[config.mk]
export PLATFORM = sky130hd
export DESIGN_NAME = if_fetch_stage_flat
export DESIGN_NICKNAME = d
export VERILOG_FILES = /design/src/rtl/if_fetch_stage_pkg.sv /design/src/rtl/if_fetch_stage_if.sv /design/src/rtl/if_fetch_stage_if_id_reg.sv /design/src/rtl/if_fetch_stage.sv /design/src/flat_wrapper.sv
export SDC_FILE = /design/constraint.sdc
export NUM_CORES = 1
export LEC_CHECK = 0
export ABC_AREA = 1
export BUFFER_PORTS_ARGS = -buffer_cell sky130_fd_sc_hd__buf_2
export CAP_MARGIN = 20
export CORE_ASPECT_RATIO = 1.75
export CORE_MARGIN = 10
export CORE_UTILIZATION = 61
export CTS_CLUSTER_DIAMETER = 80
export DETAILED_ROUTE_END_ITERATION = 8
export GPL_ROUTABILITY_DRIVEN = 0
export PLACE_DENSITY_LB_ADDON = 0.05
export SKIP_CTS_REPAIR_TIMING = 1
export SYNTH_ARGS = -nofsm -noshare
export SYNTH_HDL_FRONTEND = slang
export SYNTH_SLANG_ARGS = --single-unit
export TNS_END_PERCENT = 20
[constraint.sdc]
create_clock -name clk -period 4 [get_ports clk]
set_clock_uncertainty 0.1 [all_clocks]
set_input_delay 0.2 -clock clk [delete_from_list [all_inputs] [get_ports clk]]
set_output_delay 0.2 -clock clk [all_outputs]
set_load 0.1 [all_outputs]
[src/rtl/if_fetch_stage_pkg.sv]
// Shared definitions for the instruction-fetch stage: FSM encoding, word-address
// width and the default reset PC.
package if_fetch_stage_pkg;

   localparam int WAW = 30;
   localparam logic [WAW-1:0] RESET_PC_DEF = 30'h00000C00;

   typedef enum logic [1:0] {
      S_REQ  = 2'd0,
      S_WAIT = 2'd1,
      S_HOLD = 2'd2
   } fetch_state_e;

   // Word-address increment; wraps modulo 2^30 silently.
   function automatic logic [WAW-1:0] pc_inc(input logic [WAW-1:0] pc);
      return pc + 30'd1;
   endfunction

endpackage

[src/rtl/if_fetch_stage_if.sv]
// Instruction-memory request bus. Valid/ready rule: the fetch side raises
// imem_req with a stable imem_addr; the transfer completes in any cycle where
// imem_req && imem_ready, with imem_rdata valid in that same cycle.
interface if_fetch_stage_if;
   import if_fetch_stage_pkg::*;

   logic           imem_req;
   logic [WAW-1:0] imem_addr;
   logic           imem_ready;
   logic [31:0]    imem_rdata;

   modport master (output imem_req, output imem_addr,
                   input  imem_ready, input imem_rdata);
   modport slave  (input  imem_req, input imem_addr,
                   output imem_ready, output imem_rdata);
endinterface

[src/rtl/if_fetch_stage_if_id_reg.sv]
// IF/ID pipeline register: load wins over hold, flush wins over everything;
// with neither load nor hold the valid bit drops.
module if_fetch_stage_if_id_reg
   import if_fetch_stage_pkg::*;
(
   input  logic           clk,
   input  logic           reset,
   input  logic           load,
   input  logic           flush,
   input  logic           hold,
   input  logic [WAW-1:0] load_pcp1,
   input  logic [31:0]    load_instr,
   output logic           valid,
   output logic [WAW-1:0] pcp1,
   output logic [31:0]    instr
);

   always_ff @(posedge clk) begin
      if (reset) begin
         valid <= 1'b0;
         pcp1  <= '0;
         instr <= '0;
      end else if (flush) begin
         valid <= 1'b0;
      end else if (load) begin
         valid <= 1'b1;
         pcp1  <= load_pcp1;
         instr <= load_instr;
      end else if (!hold) begin
         valid <= 1'b0;
      end
   end

endmodule

[src/rtl/if_fetch_stage.sv]
// Instruction-fetch stage: PC register, fetch FSM (REQ/WAIT/HOLD), watchdog and
// IF/ID register. Define IFETCH_CNT_EN to add the fetch_cnt output.
module if_fetch_stage
   import if_fetch_stage_pkg::*;
#(
   parameter logic [WAW-1:0] RESET_PC     = RESET_PC_DEF,
   parameter int             IMEM_LAT_MAX = 4
) (
   input  logic                clk,
   input  logic                reset,
   input  logic                id_stall,
   input  logic                id_redirect,
   input  logic [WAW-1:0]      id_jpc,
   if_fetch_stage_if.master    imem,
   output logic                ifid_valid,
   output logic [WAW-1:0]      ifid_pcp1,
   output logic [31:0]         ifid_instr,
   output logic                fetch_err,
`ifdef IFETCH_CNT_EN
   output logic [31:0]         fetch_cnt,
`endif
   output fetch_state_e        dbg_state
);

   fetch_state_e   state, state_n;
   logic [WAW-1:0] pc, pc_n, addr_q, addr_n, ld_pcp1;
   logic           kill, kill_n, load, flush;
   logic [31:0]    buf_q, buf_n, ld_instr, wcnt;

   assign dbg_state      = state;
   assign imem.imem_req  = !reset && (state != S_HOLD);
   // In WAIT the address comes from addr_q so a redirect cannot move it mid-request.
   assign imem.imem_addr = (state == S_REQ) ? pc : addr_q;

   always_comb begin
      state_n  = state;
      pc_n     = pc;
      addr_n   = addr_q;
      kill_n   = kill;
      buf_n    = buf_q;
      load     = 1'b0;
      flush    = 1'b0;
      ld_pcp1  = pc_inc(pc);
      ld_instr = imem.imem_rdata;
      case (state)
         S_REQ, S_WAIT: begin
            if (state == S_REQ) addr_n = pc;
            if (id_redirect) begin
               pc_n    = id_jpc;
               flush   = 1'b1;
               kill_n  = !imem.imem_ready;
               state_n = imem.imem_ready ? S_REQ : S_WAIT;
            end else if (imem.imem_ready) begin
               state_n = S_REQ;
               if (kill) begin
                  kill_n = 1'b0;
               end else if (!id_stall) begin
                  load = 1'b1;
                  pc_n = pc_inc(pc);
               end else begin
                  buf_n   = imem.imem_rdata;
                  state_n = S_HOLD;
               end
            end else begin
               state_n = S_WAIT;
            end
         end
         S_HOLD: begin
            if (id_redirect) begin
               pc_n    = id_jpc;
               flush   = 1'b1;
               state_n = S_REQ;
            end else if (!id_stall) begin
               load     = 1'b1;
               ld_instr = buf_q;
               pc_n     = pc_inc(pc);
               state_n  = S_REQ;
            end
         end
         default: state_n = S_REQ;
      endcase
   end

   always_ff @(posedge clk) begin
      if (reset) begin
         state     <= S_REQ;
         pc        <= RESET_PC;
         addr_q    <= RESET_PC;
         kill      <= 1'b0;
         buf_q     <= '0;
         wcnt      <= '0;
         fetch_err <= 1'b0;
      end else begin
         state  <= state_n;
         pc     <= pc_n;
         addr_q <= addr_n;
         kill   <= kill_n;
         buf_q  <= buf_n;
         // Counts consecutive unanswered WAIT cycles; fetch_err is sticky.
         if (state == S_WAIT && !imem.imem_ready) begin
            wcnt <= wcnt + 32'd1;
            if (IMEM_LAT_MAX != 0 && wcnt >= 32'(IMEM_LAT_MAX)) fetch_err <= 1'b1;
         end else begin
            wcnt <= '0;
         end
      end
   end

`ifdef IFETCH_CNT_EN
   always_ff @(posedge clk) begin
      if (reset)     fetch_cnt <= '0;
      else if (load) fetch_cnt <= fetch_cnt + 32'd1;
   end
`endif

   if_fetch_stage_if_id_reg u_ifid (
      .clk        (clk),
      .reset      (reset),
      .load       (load),
      .flush      (flush),
      .hold       (id_stall),
      .load_pcp1  (ld_pcp1),
      .load_instr (ld_instr),
      .valid      (ifid_valid),
      .pcp1       (ifid_pcp1),
      .instr      (ifid_instr)
   );

endmodule

[src/flat_wrapper.sv]
// flat-port wrapper written by rule: the top's interface ports become plain ports
module if_fetch_stage_flat import if_fetch_stage_pkg::*;
#(
   parameter logic [WAW-1:0] RESET_PC     = RESET_PC_DEF,
   parameter int             IMEM_LAT_MAX = 4
)
  (clk, reset, id_stall, id_redirect, id_jpc, ifid_valid, ifid_pcp1, ifid_instr, fetch_err, dbg_state, imem_imem_req, imem_imem_addr, imem_imem_ready, imem_imem_rdata);
  if_fetch_stage_if imem_i ();
  input  logic clk;
  input  logic reset;
  input  logic id_stall;
  input  logic id_redirect;
  input  logic [WAW-1:0] id_jpc;
  output logic ifid_valid;
  output logic [WAW-1:0] ifid_pcp1;
  output logic [31:0] ifid_instr;
  output logic fetch_err;
  output fetch_state_e dbg_state;
  output wire logic [$bits(imem_i.imem_req)-1:0] imem_imem_req;
  output wire logic [$bits(imem_i.imem_addr)-1:0] imem_imem_addr;
  input wire logic [$bits(imem_i.imem_ready)-1:0] imem_imem_ready;
  input wire logic [$bits(imem_i.imem_rdata)-1:0] imem_imem_rdata;
  assign imem_imem_req = imem_i.imem_req;
  assign imem_imem_addr = imem_i.imem_addr;
  assign imem_i.imem_ready = imem_imem_ready;
  assign imem_i.imem_rdata = imem_imem_rdata;
  if_fetch_stage #(.RESET_PC(RESET_PC), .IMEM_LAT_MAX(IMEM_LAT_MAX)) u_core (.clk(clk), .reset(reset), .id_stall(id_stall), .id_redirect(id_redirect), .id_jpc(id_jpc), .imem(imem_i), .ifid_valid(ifid_valid), .ifid_pcp1(ifid_pcp1), .ifid_instr(ifid_instr), .fetch_err(fetch_err), .dbg_state(dbg_state));
endmodule
==> results of run 1 <==
==> power by group through the flow <==
stage | clock [mW] | combinational [mW] | sequential, mW
after floorplan | 0 | 0.662 | 2.37
after global placement | 0 | 1.11 | 2.13
after detailed placement | 0 | 1.13 | 2.13
after CTS | 1.70 | 1.13 | 2.09
after global routing | 1.78 | 1.22 | 2.10
final | 1.69 | 1.14 | 2.09
==> state kept, by name (all words and copies together) (netlist names), 2 cells and up <==
signal / count
u_core.buf_q: 32
u_core.dbg_state: 2
u_core.addr_q: 30
u_core.pc: 30
u_core.u_ifid.pcp1: 30
u_core.u_ifid.instr: 32
u_core.wcnt: 32
==> cells in the mapped netlist (all sizes together) <==
library cell  instances  area share [%]
nand2               324              13
dfxtp               191              41
inv                 175             7.1
o21ai               163             8.8
nor2                156             6.3
a21oi               107             5.8
nand3                82             4.4
clkbuf               43             1.7
buf                  25             1.6
o211a                25             2.7
a211oi               17             1.6
nand4                16             1.1
xor2                 15             1.4
or2                  14            0.94
nor3                 10            0.66
o211ai                6            0.48
ha                    3            0.40
a31oi                 2            0.13
and2                  2            0.13
xnor2                 2            0.19
clkinv                1           0.040
nand3b                1           0.081
nor3b                 1           0.081
o21a                  1           0.081
o21bai                1           0.081
==> worst paths after layout <==
kind / slack (ns) / cells past startpoint / to / startpoint
max: 1.22 / 5 / imem_imem_addr[16] / u_core.dbg_state[0]
min: -0.03 / 3 / u_core.pc[18] / id_jpc[18]
max reg2reg: 1.44 / 9 / u_core.u_ifid.instr[26] / u_core.dbg_state[1]
min reg2reg: 0.35 / 2 / u_core.buf_q[8] / u_core.buf_q[8]
==> layout make-up <==
class	instances	area, um^2
inverters	176	661
repair buffers	186	1030
multi-input cells	948	4520
flip-flops and latches	191	3820
fillers	1319	4060
well taps	183	229
clock buffers	17	425
clock inverters	15	169
==> logic make-up after synthesis <==
group	Yosys count	synth area share, %
AOI/OAI and AO/OA	322	19.6
xor gates and xnor gates	17	1.60
adders and majority gates	3	0.404
buffers and inverters	244	10.4
DFF	191	41.1
and+or+nand+nor	606	26.8
==> per-stage QoR <==
step / worst slack (ns) / power [mW]
floorplan: 1.25 / 3.03
global placement: 1.24 / 3.24
detailed placement: 1.15 / 3.26
global route: 1.06 / 5.10
CTS: 1.24 / 4.92
finish: 1.22 / 4.92
==> routing by layer <==
layer | wire length [um] | vias to the layer above | part of all wire [%]
met5 | 0 | - | 0
met4 | 1030 | 0 | 3.8
met3 | 1910 | 72 | 7.1
met2 | 13500 | 348 | 50
met1 | 10600 | 4327 | 39
li1 | - | 4733 | -
==> critical path, delay by kind of cell (launching register included) <==
family	cells	cell delay, ns
AO/OA/AOI/OAI	1	0.18
buffers and inverters	3	0.92
flip-flops	1	0.42
AND/OR/NAND/NOR	1	0.53
==> out/metrics.yaml, run 1 <==
final_layout:
  final_cell_mix: "nand2_1, dfxtp_1, inv_1"
  layoutNonFillerInstCount: 1716
  antenna_cells_inserted: 0
  drive_gt1_share_pct: 14.9
  synthToLayoutAreaGrowth_pct: 16.7
  fin_area_um2: 10900
  fin_nets: 1590
  utilization_pct: 72.8
  final_common_cell: "nand2_1"
global_routing:
  grt.met1_usage_pct: 28.4
  met3_usage_pct: 6.34
  grt_pass1_wl_mm: 43.5
  antenna_found_initial: 0
  grt_use_total_pct: 25.1
  grt_max_degree: 68
  grt_pass1_vias: 8962
  grt_most_used_layer: "met2"
  grt_use_met2_pct: 42.9
  grt_overflow: 0
placed_design:
  dp.cells: 1671
  portBuffers: 163
  dpl-instance-area_um2: 10100
  hpwl_mm: 19.6
clocking:
  h-tree-depth: 4
  numCtsBuffers: 17
  cts_buffer_depth: 2
  clk_latency_ns: 0.43
  cts-root-buf: "clkbuf_16"
  cts.sinks: 191
  cts_tree: "done"
  clkTransAtPathRegs_ns: 0.08
floorplan:
  io_pins: 164
  start_util_pct: 62.4
  rows: 59
  die-area_um2: 20800
  core_um2: 14900
  die_w_um: 113
  die_h_um: 183
pwr:
  power_frac_clock_pct: 34.4
  p_int_mw: 3.08
  ir_drop_v: 0.000348
  comb_power_share_pct: 23.2
  switchingPower_mw: 1.84
  p_per_area_nw_per_um2: 453
  swShare_pct: 37.4
  p_leak_nw: 5.08
  sequentialPowerShare_pct: 42.5
timing:
  period_minus_slack_ns: 2.78
  tightest_slew_ns: 0.890
  hold_viol: 11
  slew_viol_final: 0
  min_period_over_period_pct: 69.6
  rsz0062_at_grt: "false"
  fin_hold_ws_ns: -0.0305
  relSlewSlack_pct: 40.6
  tns_ns: 0
  finalSetupViolations: 0
  fmax_mhz: 359
detailed_routing:
  drc_errors: 0
  finalWirelength_mm: 27.0
  firstDrtPassIters: 6
  viasPerCell: 5.52
  post_drt_wl_per_cell_um: 15.7
  vias: 9480
  ant_nets: 0
  drtIter0Drc: 620
critical_path:
  crit_chain: "nor2_4 > buf_4 > o21ai_0 > inv_1 > buf_2"
  path_class: "register to primary output"
  arrival_ns: 2.48
  slowest_stage: "nor2_4"
  crit_fanout: 33
  slowest_delay_ns: 0.53
  critPathLaunchType: "register"
  worstPathRequired_ns: 3.70
  end_kind: "primary output"
status:
  status: "finished with violations"
  violations: "hold timing"
min_path:
  hp-class: "input pin to register"
yosys:
  synth_area_per_cell_um2: 6.73
  synth_nets: 1453
  ys_seq_area_share_pct: 41.1
  netlist_instances: 1383
  ys_ff_latch: 191
  synth_cell_types: 36
  synth_area_um2: 9300
  yosys_warnings: 0
job:
  drv_cap: 0
Power figures use the tool's default switching activity.
==> run 2: changes to the inputs <==
CORE_UTILIZATION = 51   (was 61)
clock period = 2.5 ns   (was 4 ns; I/O delays follow)
==> run 2 against run 1 <==
Compared with the run above:
- register-to-register slack got worse by 1.2 ns
- largest power group unchanged
- the run still ends with hold timing left
- power is 66% higher
- combinational power up 82%
- clock power is 62% higher
- critical path type is now register to register
- routed wire length increased by 4.4%
- non-clock buffer count grew 55
- die area is 17% higher
- largest cell class unchanged
==> out/metrics.yaml, run 2 (synthesized netlist as in run 1, its figures left out) <==
status:
  status: "finished with violations"
  violations: "hold timing"
job:
  drv_cap: 0
global_routing:
  grt_overflow: 0
  grt_use_total_pct: 22.7
  grt_pass1_vias: 9156
  grt_pass1_wl_mm: 44.8
  antenna_found_initial: 0
  grt_max_degree: 60
floorplan:
  core_um2: 18000
  die_h_um: 199
  rows: 65
  die_w_um: 122
  die-area_um2: 24300
  io_pins: 164
  start_util_pct: 51.8
placed_design:
  portBuffers: 163
  hpwl_mm: 20.7
clocking:
  h-tree-depth: 4
  cts.sinks: 191
  cts_buffer_depth: 2
  cts_tree: "done"
  clkTransAtPathRegs_ns: 0.07
  cts-root-buf: "clkbuf_16"
  numCtsBuffers: 17
  clk_latency_ns: 0.44
critical_path:
  crit_fanout: 26
  path_class: "register to register"
  path_buf_inv: 6
  r2r-start: "u_core.dbg_state[1]"
  slowest_stage: "dfxtp_2"
  r2r_cells: 11
  end_kind: "register"
  critPathLaunchType: "register"
  r2r_slack_ns: 0.28
  path_delay_family: "buffers and inverters"
  slowest_delay_ns: 0.38
  timing.rr.end: "u_core.u_ifid.pcp1[22]"
  worstPathRequired_ns: 2.73
  crit_chain: "inv_2 > nor3_4 > inv_2 > nand2_1 > nand2_1 > clkinv_2 > buf_4 > o21ai_0 > inv_1 > o21ai_0 > inv_1"
  arrival_ns: 2.46
final_layout:
  fin_nets: 1646
  final_cell_mix: "nand2_1, dfxtp_1, inv_1"
  reg_top3: "u_core.buf_q: 32 flops, u_core.u_ifid.instr: 32 flops, u_core.wcnt: 32 flops"
  drive_gt1_share_pct: 15.4
  final_common_cell: "nand2_1"
  synthToLayoutAreaGrowth_pct: 26.9
timing:
  relSlewSlack_pct: 39.8
  tightest_slew_ns: 0.902
  tns_ns: 0
  fmax_mhz: 450
  slew_viol_final: 0
  hold_viol: 8
  min_period_over_period_pct: 88.9
  period_minus_slack_ns: 2.22
  fin_hold_ws_ns: -0.0481
  rsz0062_at_grt: "false"
  finalSetupViolations: 0
min_path:
  hp-class: "input pin to register"
  min-delay-start: "imem_imem_rdata[7]"
  hold_end: "u_core.u_ifid.instr[7]"
  whs_path_depth: 3
pwr:
  ir_drop_v: 0.000559
  p_per_area_nw_per_um2: 690
  p_leak_nw: 5.43
detailed_routing:
  viasPerCell: 5.19
  vias: 9472
  met1_length_mm: 11.2
  top_layer: "met4"
  wl_met3_mm: 1.77
  drc_errors: 0
  post_drt_wl_per_cell_um: 15.5
  drtIter0Drc: 536
  route.met2.wl_mm: 14.3
  ant_nets: 0
  firstDrtPassIters: 7
  finalWirelength_mm: 28.2
-- run 2: cell count changes in the layout (fill, tap and decap cells not counted), moves of 3 or more --
cell / before / now
dlygate4sd3_1: 13 / 55
clkinv_8: 4 / 0
inv_8: 4 / 0
buf_12: 1 / 26
buf_2: 163 / 141
buf_4: 9 / 19
clkinv_2: 0 / 3
-- run 2: tightest hold or removal path: stages --
cell and delay [ns]:
buf_2 0.10, o21ai_0 0.15, a211oi_1 0.06
-- run 2: area by class of cell --
class                   count  area [um^2]
diodes                      1         2.50
clock buffers              20          447
clock inverters            12          135
fillers                  1673         6160
inverters                 176          662
multi-input cells         949         4520
flip-flops and latches    191         3830
well taps                 234          293
repair buffers            241         1920
-- run 2: through the flow --
| stage | instances | utilization (%) | worst slack, ns | cell area [um^2] | total power, mW |
|---|---|---|---|---|---|
| finish | 1824 | 65.7 | 0.278 | 11800 | 8.15 |
| floorplan | 1383 | - | 0.254 | 9310 | 4.85 |
| CTS | 1767 | 62.6 | 0.126 | 11200 | 8.13 |
| detailed placement | 1735 | 59.4 | 0.341 | 10700 | 5.42 |
| global placement | 1735 | 59.4 | 0.410 | 10700 | 5.40 |
| global route | 1823 | 65.7 | 0.0299 | 11800 | 8.47 |
-- run 2: how the worst max path moves through the flow --
stage | startpoint | slack (ns) | cells after the start | to
2_1_floorplan | u_core.dbg_state[0] | 0.25 | 6 | imem_imem_addr[0]
3_3_place_gp | u_core.dbg_state[1] | 0.41 | 10 | u_core.u_ifid.pcp1[21]
3_5_place_dp | u_core.dbg_state[1] | 0.34 | 10 | u_core.u_ifid.pcp1[20]
4_1_cts | u_core.dbg_state[1] | 0.13 | 6 | imem_imem_addr[22]
5_1_grt | u_core.dbg_state[1] | 0.03 | 11 | u_core.u_ifid.pcp1[22]
6_report | u_core.dbg_state[1] | 0.28 | 11 | u_core.u_ifid.pcp1[22]
-- run 2: power by group --
group | total (mW) | internal, mW | switching (mW)
logic | 2.07 | 0.565 | 1.51
clock network | 2.73 | 1.51 | 1.22
registers | 3.35 | 3.23 | 0.119
total | 8.15 | 5.30 | 2.85
-- run 2: per-layer routing --
| metal | vias to the layer above | GRT usage [%] |
|---|---|---|
| li1 | 4842 | - |
| met1 | 4327 | 24.4 |
| met2 | 246 | 39.9 |
| met3 | 57 | 6.53 |
| met4 | 0 | 10.4 |
| met5 | - | 0 |
==> run 3: changes to the inputs <==
BUFFER_PORTS_ARGS = not set   (was -buffer_cell sky130_fd_sc_hd__buf_2)
CORE_UTILIZATION = 58   (was 51)
DONT_BUFFER_PORTS = 1   (was not set)
==> run 3 against run 2 <==
Compared with the run above:
- the flow still finishes with violations (hold timing)
- setup slack lost 0.097 ns
- critical path depth shrank 4
- hold slack lost 0.033 ns
- combinational power shrank 6%
- routed wire length shrank 0.10%
- register-to-register slack lost 0.097 ns
- power shrank 1.4%
- critical path type unchanged
- highest routed layer unchanged
==> out/metrics.yaml, run 3 (synthesized netlist as in run 1, its figures left out) <==
final_layout:
  synthToLayoutAreaGrowth_pct: 23.0
  reg_top3: "u_core.buf_q: 32 flops, u_core.u_ifid.instr: 32 flops, u_core.wcnt: 32 flops"
  final_common_cell: "nand2_1"
  multi_input_area_um2: 4520
  seqCellArea_um2: 3830
  layoutNonFillerInstCount: 1719
  fin_nets: 1587
  fin_area_um2: 11400
  final_cell_mix: "nand2_1, dfxtp_1, inv_1"
  utilization_pct: 72.4
  drive_gt1_share_pct: 11.4
  fillCellCount: 1354
  antenna_cells_inserted: 0
critical_path:
  timing.rr.end: "u_core.pc[11]"
  crit_chain: "buf_4 > inv_2 > nand2_1 > o21ai_2 > inv_1 > o21ai_0 > o21ai_0"
  critPathLaunchType: "register"
  r2r_cells: 7
  slowest_stage: "inv_1"
  startpoint: "u_core.dbg_state[1]"
  worstPathRequired_ns: 2.76
  path_buf_inv: 3
  crit_fanout: 33
  end_kind: "register"
  path_delay_family: "buffers and inverters"
  arrival_ns: 2.58
  crit_top_cell: "o21ai_0"
  r2r_slack_ns: 0.18
  critPathCapture: "u_core.pc[11]"
  path_class: "register to register"
  cp.depth: 7
  slowest_delay_ns: 0.74
  r2r-start: "u_core.dbg_state[1]"
timing:
  finalSetupViolations: 0
  slew_viol_final: 0
  tightest_slew_ns: 1.03
  min_period_over_period_pct: 92.7
  hold_viol: 24
  relSlewSlack_pct: 31.4
  fmax_mhz: 431
  rsz0062_at_grt: "false"
  period_minus_slack_ns: 2.32
  fin_hold_ws_ns: -0.0806
floorplan:
  rows: 61
  start_util_pct: 58.9
  die_h_um: 188
  die_w_um: 116
  die-area_um2: 21700
  io_pins: 164
  core_um2: 15800
global_routing:
  antenna_found_initial: 0
  grt_overflow: 0
  grt_max_degree: 65
  grt_pass1_vias: 8621
  grt_pass1_wl_mm: 43.4
  grt_use_total_pct: 24.6
status:
  violations: "hold timing"
  status: "finished with violations"
pwr:
  p_per_area_nw_per_um2: 702
  p_leak_nw: 5.14
  ir_drop_v: 0.000564
clocking:
  cts.sinks: 191
  h-tree-depth: 4
  numCtsBuffers: 17
  cts_buffer_depth: 2
  cts_tree: "done"
  clk_latency_ns: 0.44
  clkTransAtPathRegs_ns: 0.08
  cts-root-buf: "clkbuf_16"
detailed_routing:
  ant_nets: 0
  post_drt_wl_per_cell_um: 16.4
  viasPerCell: 5.55
  vias: 9535
  drc_errors: 0
  drtIter0Drc: 803
  finalWirelength_mm: 28.2
  firstDrtPassIters: 6
min_path:
  hp-class: "input pin to register"
placed_design:
  dp.cells: 1616
  hpwl_mm: 19.2
  dpl-instance-area_um2: 10100
  portBuffers: 0
job:
  drv_cap: 0
==> run 3: worst min path at each step <==
stage,cells after the start,startpoint,endpoint
floorplan,1,imem_imem_ready,u_core.dbg_state[0]
global placement,1,imem_imem_ready,u_core.dbg_state[0]
detailed placement,1,imem_imem_ready,u_core.dbg_state[0]
CTS,1,imem_imem_ready,u_core.dbg_state[0]
global route,3,id_stall,u_core.buf_q[6]
finish,3,id_stall,u_core.buf_q[17]
==> run 3: worst min-delay path, cell delays in order <==
cell     delay [ns]
o21ai_0        0.09
o21ai_0        0.16
a21oi_1        0.04
==> run 3: cell type report <==
type | count | area share (%)
Clock buffer | 18 | 3.84
Multi-Input combinational cell | 948 | 39.5
Inverter | 176 | 5.78
Timing Repair Buffer | 183 | 14.1
Tap cell | 189 | 2.07
Sequential cell | 191 | 33.4
Clock inverter | 14 | 1.31
==> run 3: layer usage <==
metal | GRT usage (%) | vias to the layer above | routed length, um
met3 | 8.76 | 67 | 2500
met2 | 40.9 | 364 | 13900
met5 | 0 | - | 0
met4 | 9.53 | 0 | 825
met1 | 27.9 | 4379 | 11000
li1 | - | 4725 | -
==> run 3: through the flow <==
stage | total power [mW] | setup slack (ns) | setup TNS [ns]
2_1_floorplan | 4.85 | 0.254 | 0
3_3_place_gp | 5.17 | 0.333 | 0
4_1_cts | 7.91 | -0.116 | -1.36
3_5_place_dp | 5.19 | 0.245 | 0
5_1_grt | 8.34 | 0.0328 | 0
6_report | 8.04 | 0.181 | 0
==> run 3: report_power, final <==
| part | internal (mW) | total (mW) | leakage, nW | switching [mW] |
|---|---|---|---|---|
| Combinational | 0.467 | 1.95 | 3.29 | 1.48 |
| Clock | 1.44 | 2.76 | 0.286 | 1.32 |
| Sequential | 3.22 | 3.33 | 1.57 | 0.102 |
| Total | 5.13 | 8.04 | 5.14 | 2.90 |
